--- src/rtl/sar_seq_pkg.sv ---
// sar_seq_pkg
//   Shared types and helpers for the SAR scan sequencer slice.
//   - state_e  : scan FSM states
//   - ch_width : channel-number width for a given channel count

package sar_seq_pkg;

  typedef enum logic [2:0] {
    IDLE    = 3'd0,
    SELECT  = 3'd1,
    SAMPLE  = 3'd2,
    CONVERT = 3'd3,
    DRAIN   = 3'd4
  } state_e;

  // Width of a channel number; never below one bit so ch_sel stays a real port.
  function automatic int ch_width(input int nch);
    return (nch > 1) ? $clog2(nch) : 1;
  endfunction

endpackage

--- src/rtl/sar_result_fifo.sv ---
// sar_result_fifo
//   First-word-fall-through FIFO for tagged SAR results. The head entry is
//   presented combinationally from the registered read pointer.
//   Ports:
//     clk, rstn        clock, async active-low reset
//     push, push_data  write request and data; accepted when not full, or
//                      when full and a pop happens in the same cycle
//     pop_req          pop request; ignored while empty
//     rd_valid         FIFO not empty
//     rd_data          head entry, zero while empty
//     full             FIFO holds DEPTH entries
//   DEPTH must be a power of two, at least 2.

module sar_result_fifo #(
  parameter int WIDTH = 10,
  parameter int DEPTH = 4
) (
  input  logic             clk,
  input  logic             rstn,
  input  logic             push,
  input  logic [WIDTH-1:0] push_data,
  input  logic             pop_req,
  output logic             rd_valid,
  output logic [WIDTH-1:0] rd_data,
  output logic             full
);

  localparam int AW = $clog2(DEPTH);

  // One extra pointer bit distinguishes full from empty when the indices match.
  logic [AW:0]      wr_ptr_q, wr_ptr_d;
  logic [AW:0]      rd_ptr_q, rd_ptr_d;
  logic [WIDTH-1:0] mem_q [DEPTH];
  logic             empty;
  logic             pop;
  logic             wr_en;

  assign empty = (wr_ptr_q == rd_ptr_q);
  assign full  = (wr_ptr_q[AW] != rd_ptr_q[AW]) &&
                 (wr_ptr_q[AW-1:0] == rd_ptr_q[AW-1:0]);
  assign pop   = pop_req && !empty;
  // A pop in the same cycle frees the slot, so a push into a full FIFO still lands.
  assign wr_en = push && (!full || pop);

  always_comb begin
    wr_ptr_d = wr_ptr_q;
    rd_ptr_d = rd_ptr_q;
    if (wr_en) wr_ptr_d = wr_ptr_q + (AW+1)'(1);
    if (pop)   rd_ptr_d = rd_ptr_q + (AW+1)'(1);
  end

  // NOTE: sequential state is assigned with <= so every flop samples pre-edge values.
  always_ff @(posedge clk or negedge rstn) begin
    if (!rstn) begin
      wr_ptr_q <= '0;
      rd_ptr_q <= '0;
    end else begin
      wr_ptr_q <= wr_ptr_d;
      rd_ptr_q <= rd_ptr_d;
    end
  end

  // NOTE: storage has no reset; empty pointers already mask stale contents.
  always_ff @(posedge clk) begin
    if (wr_en) mem_q[wr_ptr_q[AW-1:0]] <= push_data;
  end

  assign rd_valid = !empty;
  assign rd_data  = empty ? '0 : mem_q[rd_ptr_q[AW-1:0]];

endmodule

--- src/rtl/sar_scan_sequencer.sv ---
// sar_scan_sequencer
//   Scans the enabled analog channels on a periodic timer or software trigger,
//   drives the mux select and S/H enable, runs each conversion through the SAR
//   start/done handshake and queues {channel, result} in a FWFT FIFO.
//   Ports:
//     clk, rstn          clock, async active-low reset
//     en                 sequencer enable
//     ch_mask            channels to scan, latched at scan start
//     sample_cycles      S/H acquisition length (0 acts as 1)
//     period             timer reload in cycles (0 disables the timer)
//     trig               single-cycle software scan request
//     ch_sel, sample     analog mux select and S/H enable
//     sar_start          one-cycle conversion start
//     sar_done, sar_data conversion-complete pulse and result
//     rd_valid, rd_data, rd_ready   FIFO read side
//     ovf, ovf_clr       sticky overflow flag and its clear
//     busy               FSM not idle
//     scan_done          one-cycle pulse at the end of each scan

module sar_scan_sequencer
  import sar_seq_pkg::*;
#(
  parameter  int SIZE  = 8,
  parameter  int NCH   = 4,
  parameter  int DEPTH = 4,
  localparam int CH_W  = ch_width(NCH)
) (
  input  logic                 clk,
  input  logic                 rstn,
  input  logic                 en,
  input  logic [NCH-1:0]       ch_mask,
  input  logic [3:0]           sample_cycles,
  input  logic [15:0]          period,
  input  logic                 trig,
  output logic [CH_W-1:0]      ch_sel,
  output logic                 sample,
  output logic                 sar_start,
  input  logic                 sar_done,
  input  logic [SIZE-1:0]      sar_data,
  output logic                 rd_valid,
  output logic [CH_W+SIZE-1:0] rd_data,
  input  logic                 rd_ready,
  output logic                 ovf,
  input  logic                 ovf_clr,
  output logic                 busy,
  output logic                 scan_done
);

  state_e          state_q, state_d;
  logic [NCH-1:0]  mask_q, mask_d;
  logic [CH_W:0]   idx_q, idx_d;       // one extra bit: idx may reach NCH
  logic [3:0]      cnt_q, cnt_d;
  logic            pending_q, pending_d;
  logic [15:0]     timer_q, timer_d;
  logic            tmr_load_q, tmr_load_d;
  logic [CH_W-1:0] ch_sel_q, ch_sel_d;
  logic            sample_q, sample_d;
  logic            sar_start_q, sar_start_d;
  logic            busy_q, busy_d;
  logic            scan_done_q, scan_done_d;
  logic            ovf_q, ovf_d;

  logic            found;
  logic [CH_W-1:0] found_ch;
  logic [3:0]      eff_cycles;
  logic            start_scan;
  logic            tmr_active;
  logic            fire;
  logic            push;
  logic            fifo_full;
  logic            drop;

  assign eff_cycles = (sample_cycles == 4'd0) ? 4'd1 : sample_cycles;
  assign start_scan = (state_q == IDLE) && en && (pending_q || trig);
  assign push       = (state_q == CONVERT) && sar_done;
  assign drop       = push && fifo_full && !(rd_ready && rd_valid);

  // Lowest masked channel at or above idx; descending loop so the last hit wins.
  // NOTE: every always_comb output gets a default first so no latch is inferred.
  always_comb begin
    found    = 1'b0;
    found_ch = '0;
    for (int i = NCH - 1; i >= 0; i--) begin
      if (mask_q[i] && (i >= int'(idx_q))) begin
        found    = 1'b1;
        found_ch = CH_W'(i);
      end
    end
  end

  // Timer reloads on the first active cycle after being idle, then fires every
  // `period` cycles.
  always_comb begin
    tmr_active = en && (period != 16'd0);
    fire       = tmr_active && !tmr_load_q && (timer_q == 16'd0);
    timer_d    = timer_q;
    tmr_load_d = tmr_load_q;
    if (!tmr_active) begin
      tmr_load_d = 1'b1;
    end else if (tmr_load_q || fire) begin
      timer_d    = period - 16'd1;
      tmr_load_d = 1'b0;
    end else begin
      timer_d = timer_q - 16'd1;
    end
  end

  // Single pending bit: extra requests during a scan coalesce into one follow-on scan.
  always_comb begin
    pending_d = pending_q;
    if (!en) begin
      pending_d = 1'b0;
    end else begin
      if (start_scan) pending_d = 1'b0;
      if (fire || (trig && !start_scan)) pending_d = 1'b1;
    end
  end

  // FSM: state register
  always_ff @(posedge clk or negedge rstn) begin
    if (!rstn) begin
      state_q     <= IDLE;
      mask_q      <= '0;
      idx_q       <= '0;
      cnt_q       <= '0;
      pending_q   <= 1'b0;
      timer_q     <= '0;
      tmr_load_q  <= 1'b1;
      ch_sel_q    <= '0;
      sample_q    <= 1'b0;
      sar_start_q <= 1'b0;
      busy_q      <= 1'b0;
      scan_done_q <= 1'b0;
      ovf_q       <= 1'b0;
    end else begin
      state_q     <= state_d;
      mask_q      <= mask_d;
      idx_q       <= idx_d;
      cnt_q       <= cnt_d;
      pending_q   <= pending_d;
      timer_q     <= timer_d;
      tmr_load_q  <= tmr_load_d;
      ch_sel_q    <= ch_sel_d;
      sample_q    <= sample_d;
      sar_start_q <= sar_start_d;
      busy_q      <= busy_d;
      scan_done_q <= scan_done_d;
      ovf_q       <= ovf_d;
    end
  end

  // FSM: next state
  always_comb begin
    state_d = state_q;
    mask_d  = mask_q;
    idx_d   = idx_q;
    cnt_d   = cnt_q;
    unique case (state_q)
      IDLE: begin
        if (start_scan) begin
          mask_d  = ch_mask;
          idx_d   = '0;
          state_d = SELECT;
        end
      end
      SELECT: begin
        if (!en) begin
          state_d = IDLE;
        end else if (found) begin
          cnt_d   = eff_cycles;
          state_d = SAMPLE;
        end else begin
          state_d = IDLE;
        end
      end
      SAMPLE: begin
        if (!en) begin
          state_d = IDLE;
        end else if (cnt_q <= 4'd1) begin
          state_d = CONVERT;
        end else begin
          cnt_d = cnt_q - 4'd1;
        end
      end
      CONVERT: begin
        // A result arriving as en drops is still kept; nothing is left to drain.
        if (sar_done) begin
          idx_d   = {1'b0, ch_sel_q} + (CH_W+1)'(1);
          state_d = en ? SELECT : IDLE;
        end else if (!en) begin
          state_d = DRAIN;
        end
      end
      DRAIN: begin
        if (sar_done) state_d = IDLE;
      end
      default: state_d = IDLE;
    endcase
  end

  // FSM: registered outputs, computed from the transition being taken
  always_comb begin
    ch_sel_d    = ch_sel_q;
    if ((state_q == SELECT) && en && found) ch_sel_d = found_ch;
    sample_d    = (state_d == SAMPLE);
    sar_start_d = (state_q == SAMPLE) && (state_d == CONVERT);
    busy_d      = (state_d != IDLE);
    scan_done_d = (state_q == SELECT) && en && !found;
    // A new overflow outranks a clear in the same cycle.
    if (drop)         ovf_d = 1'b1;
    else if (ovf_clr) ovf_d = 1'b0;
    else              ovf_d = ovf_q;
  end

  sar_result_fifo #(
    .WIDTH (CH_W + SIZE),
    .DEPTH (DEPTH)
  ) u_fifo (
    .clk       (clk),
    .rstn      (rstn),
    .push      (push),
    .push_data ({ch_sel_q, sar_data}),
    .pop_req   (rd_ready),
    .rd_valid  (rd_valid),
    .rd_data   (rd_data),
    .full      (fifo_full)
  );

  assign ch_sel    = ch_sel_q;
  assign sample    = sample_q;
  assign sar_start = sar_start_q;
  assign busy      = busy_q;
  assign scan_done = scan_done_q;
  assign ovf       = ovf_q;

endmodule

--- config.mk ---
export PLATFORM = sky130hd
export DESIGN_NAME = sar_scan_sequencer
export DESIGN_NICKNAME = d
export VERILOG_FILES = /design/src/rtl/sar_seq_pkg.sv /design/src/rtl/sar_result_fifo.sv /design/src/rtl/sar_scan_sequencer.sv
export SDC_FILE = /design/constraint.sdc
export NUM_CORES = 1
export LEC_CHECK = 0
export BUFFER_PORTS_ARGS = -buffer_cell sky130_fd_sc_hd__buf_2
export CORE_UTILIZATION = 50
export CTS_CLUSTER_DIAMETER = 30
export DETAILED_ROUTE_END_ITERATION = 8
export PLACE_DENSITY = 0.67
export SLEW_MARGIN = 10
export SYNTH_ARGS = -nofsm -noshare
export SYNTH_HDL_FRONTEND = slang
export SYNTH_HIERARCHICAL = 1
export SYNTH_SLANG_ARGS = --single-unit
export TNS_END_PERCENT = 5
--- constraint.sdc ---
create_clock -name clk -period 4.9 [get_ports clk]
set_input_delay 0.245 -clock clk [delete_from_list [all_inputs] [get_ports clk]]
set_output_delay 0.245 -clock clk [all_outputs]
set_load 0.02 [all_outputs]
-- After elaboration in Yosys (flattened, before gate mapping)
Memories as Yosys holds them, arrays and structs flattened.
Cells that the tools add are included.
- add/sub/neg operators: 6
- $mul: 0
- div/mod/pow operators: 0
- magnitude comparators: 5
- equal/unequal tests: 17
- shifts and indexed selects: 0
- multiplexer cells: 38
- bitwise operators: 0
- reductions and logical operators: 41
- operator list (kind ; count):
    $sub A16 B1 Y16 const B ; 2
    $mux W3 ; 8
    $logic_and A1 B1 Y1 ; 20
    $mux W4 ; 5
    $logic_not A16 Y1 ; 1
    $mux W16 ; 1
    $reduce_bool A16 Y1 ; 1
    $pmux W3 S5 ; 1
    $mux W1 ; 14
    $eq A3 B2 Y1 const B ; 4
    $mux W2 ; 6
    $ne A2 B2 Y1 const B ; 6
    $mux W10 ; 1
    $pmux W4 S2 ; 1
    $add A3 B1 Y3 const B ; 2
    $ge A1 B3 Y1 const A ; 2
    $ge A2 B3 Y1 const A ; 2
    $logic_not A1 Y1 ; 6
    $pmux W3 S2 ; 1
    $reduce_bool A2 Y1 ; 3
    $reduce_and A5 Y1 ; 1
    $le A4 B1 Y1 const B ; 1
    $logic_not A4 Y1 ; 1
    $logic_or A1 B1 Y1 ; 4
    other kinds (13) ; 13
- flip-flop bits (word level): 45
- latch bits: 0
- memory bits (writable): 40
- memory bits (read-only): 0
- input bits: 39
- output and inout bits: 18
- word-level logic and storage cells: 123
- memories: 1
- memory list (name ; depth ; width ; rd ports ; clocked after memory_dff ; write ports ; RTL line ; source):
    u_fifo.mem_q ; 4 ; 10 ; 1 ; 0 ; 1 ; sar_result_fifo.sv:33 ; logic [WIDTH-1:0] mem_q [DEPTH];

-- Longest topological paths before layout
Gate-level depths: netlist (run 1).
- depth after elaboration: 11
- depth in mapped cells: 12
- mapped depth without buffers: 11

-- Hierarchy
Netlist (run 1), hierarchy kept.
- by module, submodules not included (module ; instances ; cells an instance ; area each (um2) ; seq. area each (um2)):
    sar_scan_sequencer ; 1 ; 282 ; 2482.4 ; 977.2
    sar_result_fifo ; 1 ; 99 ; 1913.1 ; 1351.3

-- Least setup slack after synthesis (run 1)
No wires, ideal clock.
- path type: input port to flip-flop
- start: input port period[1]
- end: register timer_q[14]
- library setup time: 0.079 ns
- arrival time: 3.507 ns
- required time: 4.821 ns
- slack: 1.314 ns
- stages: 12
- path buffers: 2
- cells stage by stage: or4_4 > o41a_1 > buf_6 > a31oi_4 > buf_2 > mux2i_1 > ha_1 > nand2_1 > or2_1 > or3_1 > o41ai_1 > mux2i_1
- word-level cells in the longest chain between the ends: 6
- elaborated cells on any way between the ends: 7
- classes of those cells: add/sub: 1; mux: 1; reduce/logical: 5
- ends and longest elaborated chain (what ; RTL line ; source):
    start: declaration ; sar_scan_sequencer.sv:33 ; input logic [15:0] period,
    branches (longest 6 deep; another with $sub A16 B1 Y16) ; n/a ;
    end signal: assignment ; sar_scan_sequencer.sv:141 ; timer_q <= timer_d;
    end: declaration ; sar_scan_sequencer.sv:54 ; logic [15:0] timer_q, timer_d;
Parallel ways; which one is timed is not known.
A chain may end at the register's enable or synchronous reset.

-- Worst setup path after layout (run 1)
- start: register timer_q[8]
- end: register timer_q[14]
- word-level cells in the longest chain between the ends: 4
- elaborated cells on any way between the ends: 5
- classes of those cells: add/sub: 1; mux: 1; reduce/logical: 3
- ends and longest elaborated chain (what ; RTL line ; source):
    branches (longest 3 deep; another with $sub A16 B1 Y16) ; n/a ;
    $mux W16 * ; sar_scan_sequencer.sv:100 ; end else if (tmr_load_q || fire) begin
Mark *: on every way between the ends.

==> flow_summary.yaml, run 1 <==
run_status:
  status: "finished, final reports clean"
placed_design:
  gp_congestion: 0.8678
  io_buffers: 56
  place_worst_setup_slack_ns: 0.9871
  place_area_um2: 4757
  dp_hpwl_mm: 6.510
detailed_routing:
  wl_mm: 9.218
  drt-initial-drc-count: 176
  via_count: 3265
  firstDrtPassIters: 4
  drc: 0
  avgViaCountPerCell: 5.958
  wl_per_cell_um: 16.82
  ant_nets: 0
power:
  power.density_nw_per_um2: 429.1
  leakagePower_nw: 1.989
  vdd_drop_max_uv: 206.8
layout:
  drive_gt1_share_pct: 22.35
  area_delta_synth_final_pct: 13.44
  fin_area_um2: 4986
  fin_util_pct: 59.49
  final_common_cell: "buf_2"
  final_cell_mix: "buf_2 (56), dfrtp_1 (44), edfxtp_1 (40)"
  layout.nets: 486
  antenna_cells: 0
yosys:
  synth_top_cell_by_area: "edfxtp_1"
  yosysTopAreaCellShare_pct: 27.33
  synth_edf_count: 40
  yosys-top-cells-area: "edfxtp_1 (27%), dfrtp_1 (25%), mux4_2 (5.1%)"
  ys_warn_count: 6
  async_flop_share_pct: 52.94
  synth.net_count: 429
  synth_ff_type: "dfrtp_1"
  synthDistinctLibCells: 64
  syn_area_um2: 4395
  avgSynthCellArea_um2: 11.54
  postSynthCellCount: 381
  synth-seq-cells: 85
  ys_seq_area_share_pct: 52.97
sta:
  min_period_over_period_pct: 73.70
  setup_viol: 0
  worst_pin_slew_ns: 1.012
  rsz0062_at_grt: "no"
  skew_ns: 0.009443
  fmax_mhz: 276.9
  slew_headroom_pct: 32.54
  period_minus_slack_ns: 3.611
  finalWorstSetupSlack_ns: 1.289
  fin_tns_setup_ns: 0
  finalHoldViolations: 0
  maxSlewViolCount: 0
cts:
  worstSkewPairLatency_ns: 0.35
  numClockSinks: 85
  clockBufferDepth: 2
  cts_tree: "done"
  ctsHoldBuffers: 0
  cts_resized: 0
  cts_buffers: 9
  cts.htree.levels: 3
  cts_setup_buffers: 0
  clkTransAtPathRegs_ns: 0.09
  cts_root_buffer: "clkbuf_8"
global_routing:
  grt_max_degree: 46
  antenna_found_initial: 0
  grt_pass1_wl_mm: 14.70
  groute.usage.overall_pct: 21.77
  first_global_vias: 3194
  overflow: 0
setup_path:
  worst_r2r_path_depth: 10
  crit_start: "timer_q[8]"
  r2r_setup_slack_ns: 1.29
  critPathArrivalTime_ns: 3.88
  worstPathRequired_ns: 5.17
  r2r_end: "timer_q[14]"
  critical_path_class: "flip-flop to flip-flop"
  worstSetupEndpoint: "timer_q[14]"
  critPathLaunchType: "flip-flop"
  crit_path_end_kind: "flip-flop"
  cp_max_fo: 8
  crit-reg2reg-launch: "timer_q[8]"
worst_hold_path:
  hold_path.class: "primary input to async pin"
floorplan:
  fp.dieH_um: 95.76
  initial_core_util_pct: 52.44
  core_um2: 8382
  rows: 33
  io_pins: 57
  dieArea_um2: 9170
  dieWidth_um: 95.76
run:
  cap_violations: 0
==> flip-flops by register name, summed over array words and instances, names as in the netlist <==
name / cells
busy: 1
ch_sel: 2
cnt_q: 4
idx_q: 3
mask_q: 4
ovf: 1
pending_q: 1
sample: 1
sar_start: 1
scan_done: 1
state_q: 3
timer_q: 16
tmr_load_q: 1
u_fifo/mem_q: 40
u_fifo/rd_ptr_q: 3
u_fifo/wr_ptr_q: 3
==> worst min-delay path by stage <==
stage / slack [ns] / endpoint / start / cells past startpoint
global route: 0.1 / u_fifo/mem_q[0][6] / sar_data[6] / 1
CTS: 0.09 / mask_q[2] / rstn / 1
floorplan: -0.05 / busy / rstn / 0
finish: 0.06 / cnt_q[2] / rstn / 1
detailed placement: 0.46 / ovf / ovf_clr / 2
global placement: 0.46 / ovf / ovf_clr / 2
==> logic make-up (layout without fill, tap and decap cells) <==
family | after synthesis | count (layout) | synth area share, %
AO/OA/AOI/OAI | 96 | 96 | 14.55
AND/OR/NAND/NOR | 122 | 122 | 14.83
buffers and inverters | 28 | 90 | 2.846
multiplexers | 30 | 30 | 9.877
flip-flops | 85 | 85 | 52.97
XOR/XNOR | 11 | 11 | 2.363
adder cells (fa/ha/maj) | 9 | 9 | 2.562
==> cell usage after synthesis, types with 3 or more instances <==
library cell   n
dfrtp_1       44
edfxtp_1      40
nor2_1        28
o21ai_0       27
a21oi_1       19
nand2_1       19
nor2b_1       16
inv_1         15
mux2i_1       13
nor3_1        13
mux4_2        10
nand3_1       10
ha_1           9
or4_1          7
xnor2_1        7
mux2_2         6
o21ai_1        6
and3_1         5
clkbuf_1       5
nor4_1         5
o31ai_1        5
or3_1          5
buf_2          4
o211ai_1       4
a21boi_0       3
a31oi_1        3
and2_1         3
o22a_1         3
o41ai_1        3
xor2_1         3
==> metrics by stage <==
step,power [W],hold WS (ns),instances
after CTS,0.002165,0.08949,548
after detailed placement,0.001601,0.4634,532
after global routing,0.002278,0.09718,548
after global placement,0.001585,0.4637,532
final,0.002139,0.06041,548
after floorplan,0.001402,-0.05059,381
==> metal layers <==
metal  global-route usage [%]  vias to the layer above  share of wire (%)
met5                        0                        -                  0
met4                    11.94                        0                2.6
met1                    26.57                     1580                 44
li1                         -                     1566                  -
met3                    4.344                       22                4.7
met2                    36.31                       97                 49
==> critical path, stage by stage, from the launching register on <==
cell and delay [ns]:
dfrtp_1 0.43, or4_1 0.57, nor4_2 0.50, a31oi_4 0.21, mux2i_1 0.21, ha_1 0.32
nand2_1 0.13, or2_1 0.28, or3_1 0.34, o41ai_1 0.32, mux2i_1 0.22
==> power breakdown <==
group	switching, W	internal (W)	leakage [nW]	total (W)
Sequential	0.000140	0.000834	0.916	0.000974
Combinational	0.000325	0.000282	0.960	0.000607
Clock	0.000238	0.000320	0.113	0.000558
==> cell type report <==
cell class | instances | area, um^2
Fill cell | 729 | 3396
Sequential cell | 85 | 2328
Multi-Input combinational cell | 268 | 1942
Timing Repair Buffer | 58 | 295.3
Clock buffer | 13 | 160.2
Tap cell | 105 | 131.4
Clock inverter | 3 | 68.82
Inverter | 16 | 60.06
No activity file was read; power rests on OpenSTA's default activity.
==> run 2, diff against run 1 <==
clock period = 3.5 ns   (was 4.9 ns; I/O delays follow)
==> flow_summary.yaml, run 2 (synthesis gave the netlist of run 1 again) <==
setup_path:
  r2r_setup_slack_ns: 0.23
  critical_path_class: "flip-flop to flip-flop"
  worstSetupEndpoint: "timer_q[14]"
  timing.critical_path.buf_inv: 1
  slowest_delay_ns: 0.66
  cp_max_fo: 7
  crit_start: "timer_q[4]"
  worstPathRequired_ns: 3.79
  crit_family: "simple AND/OR/NAND/NOR gates"
  slowest_stage: "or4_1"
  r2r_end: "timer_q[14]"
  crit_chain: "or4_1 -> nor3_4 -> a31oi_4 -> buf_4 -> a21oi_1 -> ha_1 -> nand2_1 -> or2_1 -> or3_1 -> o41ai_2 -> mux2i_1"
  critPathArrivalTime_ns: 3.56
  crit_path_end_kind: "flip-flop"
  critPathLaunchType: "flip-flop"
  worst-path-stages: 11
  worst_r2r_path_depth: 11
  crit-reg2reg-launch: "timer_q[4]"
cts:
  worstSkewPairLatency_ns: 0.35
  clkTransAtPathRegs_ns: 0.10
  cts_tree: "done"
  clockBufferDepth: 2
  ctsHoldBuffers: 0
  cts_buffers: 9
  cts.htree.levels: 3
  cts_root_buffer: "clkbuf_8"
  numClockSinks: 85
global_routing:
  grt_max_degree: 46
  first_global_vias: 3206
  groute.usage.overall_pct: 22.69
  antenna_found_initial: 0
  grt_pass1_wl_mm: 15.52
  overflow: 0
sta:
  fmax_mhz: 305.8
  skew_ns: 0.01558
  rsz0062_at_grt: "no"
  holdWs_ns: 0.006070
  min_period_over_period_pct: 93.43
  worst_pin_slew_ns: 1.042
  fin_tns_setup_ns: 0
  slew_headroom_pct: 30.55
  setup_viol: 0
  finalHoldViolations: 0
  maxSlewViolCount: 0
  period_minus_slack_ns: 3.270
detailed_routing:
  via_count: 3332
  firstDrtPassIters: 4
  top_signal_layer_used: "met4"
  drc: 0
  avgViaCountPerCell: 5.993
  wl_met2_mm: 4.755
  wl_met3_um: 431
  wl_mm: 9.672
  met1_length_mm: 4.360
  ant_nets: 0
  drt-initial-drc-count: 167
  wl_per_cell_um: 17.40
floorplan:
  dieArea_um2: 9170
  core_um2: 8382
  fp.dieH_um: 95.76
  io_pins: 57
  initial_core_util_pct: 52.44
  rows: 33
  dieWidth_um: 95.76
power:
  power.density_nw_per_um2: 573.8
  vdd_drop_max_uv: 292.2
  leakagePower_nw: 2.003
  power_w: 0.002878
placed_design:
  placed_cells: 540
  io_buffers: 56
  dp_hpwl_mm: 6.759
  place_area_um2: 4817
  gp_congestion: 0.8896
layout:
  fin_cells: 556
  largest_register_ffs: 40
  final_common_cell: "buf_2"
  fillers: 743
  fin_area_um2: 5015
  drive_gt1_share_pct: 24.39
  final_cell_mix: "buf_2 (56), dfrtp_1 (44), edfxtp_1 (40)"
  area_delta_synth_final_pct: 14.09
  antenna_cells: 0
  layout.nets: 494
run_status:
  status: "finished, final reports clean"
run:
  cap_violations: 0
worst_hold_path:
  hold_path.class: "primary input to async pin"
[run 2: how the worst min path moves through the flow]
stage	start	endpoint	slack (ns)	cells after the start
final	rstn	cnt_q[2]	0.006	1
after global routing	sar_data[6]	u_fifo/mem_q[0][6]	0.03	1
after CTS	rstn	timer_q[1]	0.02	1
after detailed placement	ovf_clr	ovf	0.39	2
after global placement	sar_data[4]	u_fifo/mem_q[0][4]	0.39	1
after floorplan	rstn	busy	-0.12	0
[run 2: area by class of cell]
class / instances / area (um^2) / area share, %
inverters: 16 / 60.06 / 1.198
multi-input cells: 268 / 1964 / 39.17
clock buffers: 10 / 127.6 / 2.545
clock inverters: 6 / 47.55 / 0.9481
repair buffers: 66 / 355.3 / 7.086
flip-flops and latches: 85 / 2328 / 46.43
well taps: 105 / 131.4 / 2.620
[run 2: power breakdown]
part	switching (W)	internal (W)	total, W
Sequential	0.000154	0.00117	0.00132
Clock	0.000370	0.000263	0.000633
Combinational	0.000509	0.000414	0.000923
[run 2: per-layer routing]
metal  GRT usage (%)  vias to the layer above
met1           29.13                     1646
met4           9.577                        0
met2           38.45                       98
met5               0                        -
met3           3.318                       12
li1                -                     1576
[run 2: timing repair]
item	in CTS	in global routing
endpoints found under the setup margin	0	1
gates resized for setup	0	3
setup buffers	0	0
[run 2: through the flow]
stage               util [%]  worst slack [ns]
CTS                    59.56            0.1247
global placement       57.47            0.1823
global route           59.83           0.02066
detailed placement     57.47            0.1214
floorplan                  -           0.02200
finish                 59.83            0.2299
==> run 3, diff against run 2 <==
clock period = 3.2 ns   (was 3.5 ns; I/O delays follow)
==> flow_summary.yaml, run 3 (synthesis gave the netlist of run 1 again) <==
run_status:
  status: "complete, but fails checks"
  violations: "negative hold slack"
layout:
  layout.nets: 504
  largest_register_ffs: 40
  antenna_cells: 0
  fin_area_um2: 5131
  final_cell_mix: "buf_2 (56), dfrtp_1 (44), edfxtp_1 (40)"
  final_common_cell: "buf_2"
  fin_cells: 566
  drive_gt1_share_pct: 26.90
  area_delta_synth_final_pct: 16.74
detailed_routing:
  met1_length_mm: 4.267
  top_signal_layer_used: "met4"
  wl_per_cell_um: 16.48
  firstDrtPassIters: 4
  wl_mm: 9.327
  via_count: 3308
  wl_met2_mm: 4.531
  avgViaCountPerCell: 5.845
  ant_nets: 0
  drc: 0
  wl_met3_um: 471
  drt-initial-drc-count: 197
power:
  vdd_drop_max_uv: 322.5
  leakagePower_nw: 2.078
  netSwitchingFraction_pct: 34.10
  p_switching_w: 0.001104
  p_int_w: 0.002133
  power.share.clock_pct: 24.1
  sequentialPowerShare_pct: 44.5
  power.density_nw_per_um2: 630.7
  power_frac_comb_pct: 31.5
global_routing:
  groute.usage.overall_pct: 22.05
  first_global_vias: 3150
  antenna_found_initial: 0
  grt_pass1_wl_mm: 15.34
  overflow: 0
  grt_max_degree: 46
setup_path:
  slowest_stage: "or4_1"
  crit_start: "timer_q[0]"
  slowest_delay_ns: 0.59
  crit_path_end_kind: "flip-flop"
  crit_family: "simple AND/OR/NAND/NOR gates"
  worstPathRequired_ns: 3.48
  timing.critical_path.buf_inv: 0
  critical_path_class: "flip-flop to flip-flop"
  crit_top_cell: "mux2i_1"
  critPathLaunchType: "flip-flop"
  crit-reg2reg-launch: "timer_q[0]"
  crit_chain: "or4_1 -> nor3_4 -> a31oi_4 -> mux2i_1 -> ha_2 -> nand2_1 -> or2_1 -> or3_1 -> o41ai_2 -> mux2i_1"
  critPathArrivalTime_ns: 3.35
  cp_max_fo: 5
floorplan:
  dieArea_um2: 9170
  fp.dieH_um: 95.76
  io_pins: 57
  core_um2: 8382
  initial_core_util_pct: 52.44
  dieWidth_um: 95.76
  rows: 33
sta:
  rsz0062_at_grt: "yes"
  skew_ns: 0.01820
  holdWs_ns: -0.01437
  maxSlewViolCount: 0
  slew_headroom_pct: 30.92
  period_minus_slack_ns: 3.075
  setup_viol: 0
  worst_pin_slew_ns: 1.036
  finalHoldViolations: 13
  min_period_over_period_pct: 96.10
  fmax_mhz: 325.2
run:
  cap_violations: 0
cts:
  clkTransAtPathRegs_ns: 0.10
  cts_root_buffer: "clkbuf_8"
  worstSkewPairLatency_ns: 0.35
  clockBufferDepth: 2
  cts_buffers: 9
  numClockSinks: 85
  cts.htree.levels: 3
  cts_tree: "done"
  ctsHoldBuffers: 0
worst_hold_path:
  hold_path.class: "primary input to async pin"
placed_design:
  io_buffers: 56
  placed_cells: 550
  place_area_um2: 4902
  dp_hpwl_mm: 6.712
  gp_congestion: 0.8771
[run 3: power by group through the flow]
| stage | registers [W] | logic, W | clock network (W) |
|---|---|---|---|
| detailed placement | 0.00146 | 0.00103 | 0 |
| global placement | 0.00146 | 0.00101 | 0 |
| finish | 0.00144 | 0.00102 | 0.000779 |
| global route | 0.00146 | 0.00115 | 0.000837 |
| floorplan | 0.00143 | 0.000721 | 0 |
| CTS | 0.00144 | 0.00103 | 0.000798 |
[run 3: stage by stage]
stage               hold slack [ns]  TNS [ns]  util [%]  worst slack [ns]  total power [W]
floorplan                   -0.1356   -0.1460         -           -0.1231         0.002149
global placement             0.3757         0     58.49           0.06380         0.002463
detailed placement           0.3763  -0.02709     58.49          -0.02709         0.002485
CTS                        0.006874         0     60.95           0.09792         0.003262
global route                0.02057  -0.04464     61.22          -0.04464         0.003448
finish                     -0.01437         0     61.22            0.1249         0.003236
[run 3: worst register-to-register path, delay by kind of cell, from the launching register on]
family / cells / cell delay [ns]
flip-flops: 1 / 0.44
adder cells (fa/ha/maj): 1 / 0.20
AO/OA/AOI/OAI: 2 / 0.41
AND/OR/NAND/NOR: 5 / 1.54
multiplexers: 2 / 0.41
[run 3: routing by layer]
layer  vias up  track usage (%)
met2       102            36.43
met4         0            5.846
li1       1601                -
met1      1601            29.90
met5         -                0
met3         4            4.344
[run 3: timing repair]
item,in CTS,in global routing
endpoints found under the setup margin,0,2
endpoints found under the hold margin,0,0
setup buffers,0,0
resized for setup,0,4
[run 3: worst paths after layout]
check,cells past startpoint,end,slack (ns)
worst max-delay path,10,timer_q[14],0.12
worst min-delay path,1,mask_q[2],-0.01
worst max register to register,10,timer_q[14],0.12
worst min register to register,1,mask_q[0],0.51
max in group asynchronous,1,u_fifo/rd_ptr_q[1],2.56
min in group clk,2,ovf,0.02
[run 3: layout make-up]
| cell class | count | area (um^2) |
|---|---|---|
| Fill cell | 677 | 3251 |
| Tap cell | 105 | 131.4 |
| Clock buffer | 10 | 137.6 |
| Sequential cell | 85 | 2328 |
| Inverter | 16 | 60.06 |
| Clock inverter | 6 | 68.82 |
| Timing Repair Buffer | 76 | 430.4 |
| Multi-Input combinational cell | 268 | 1974 |
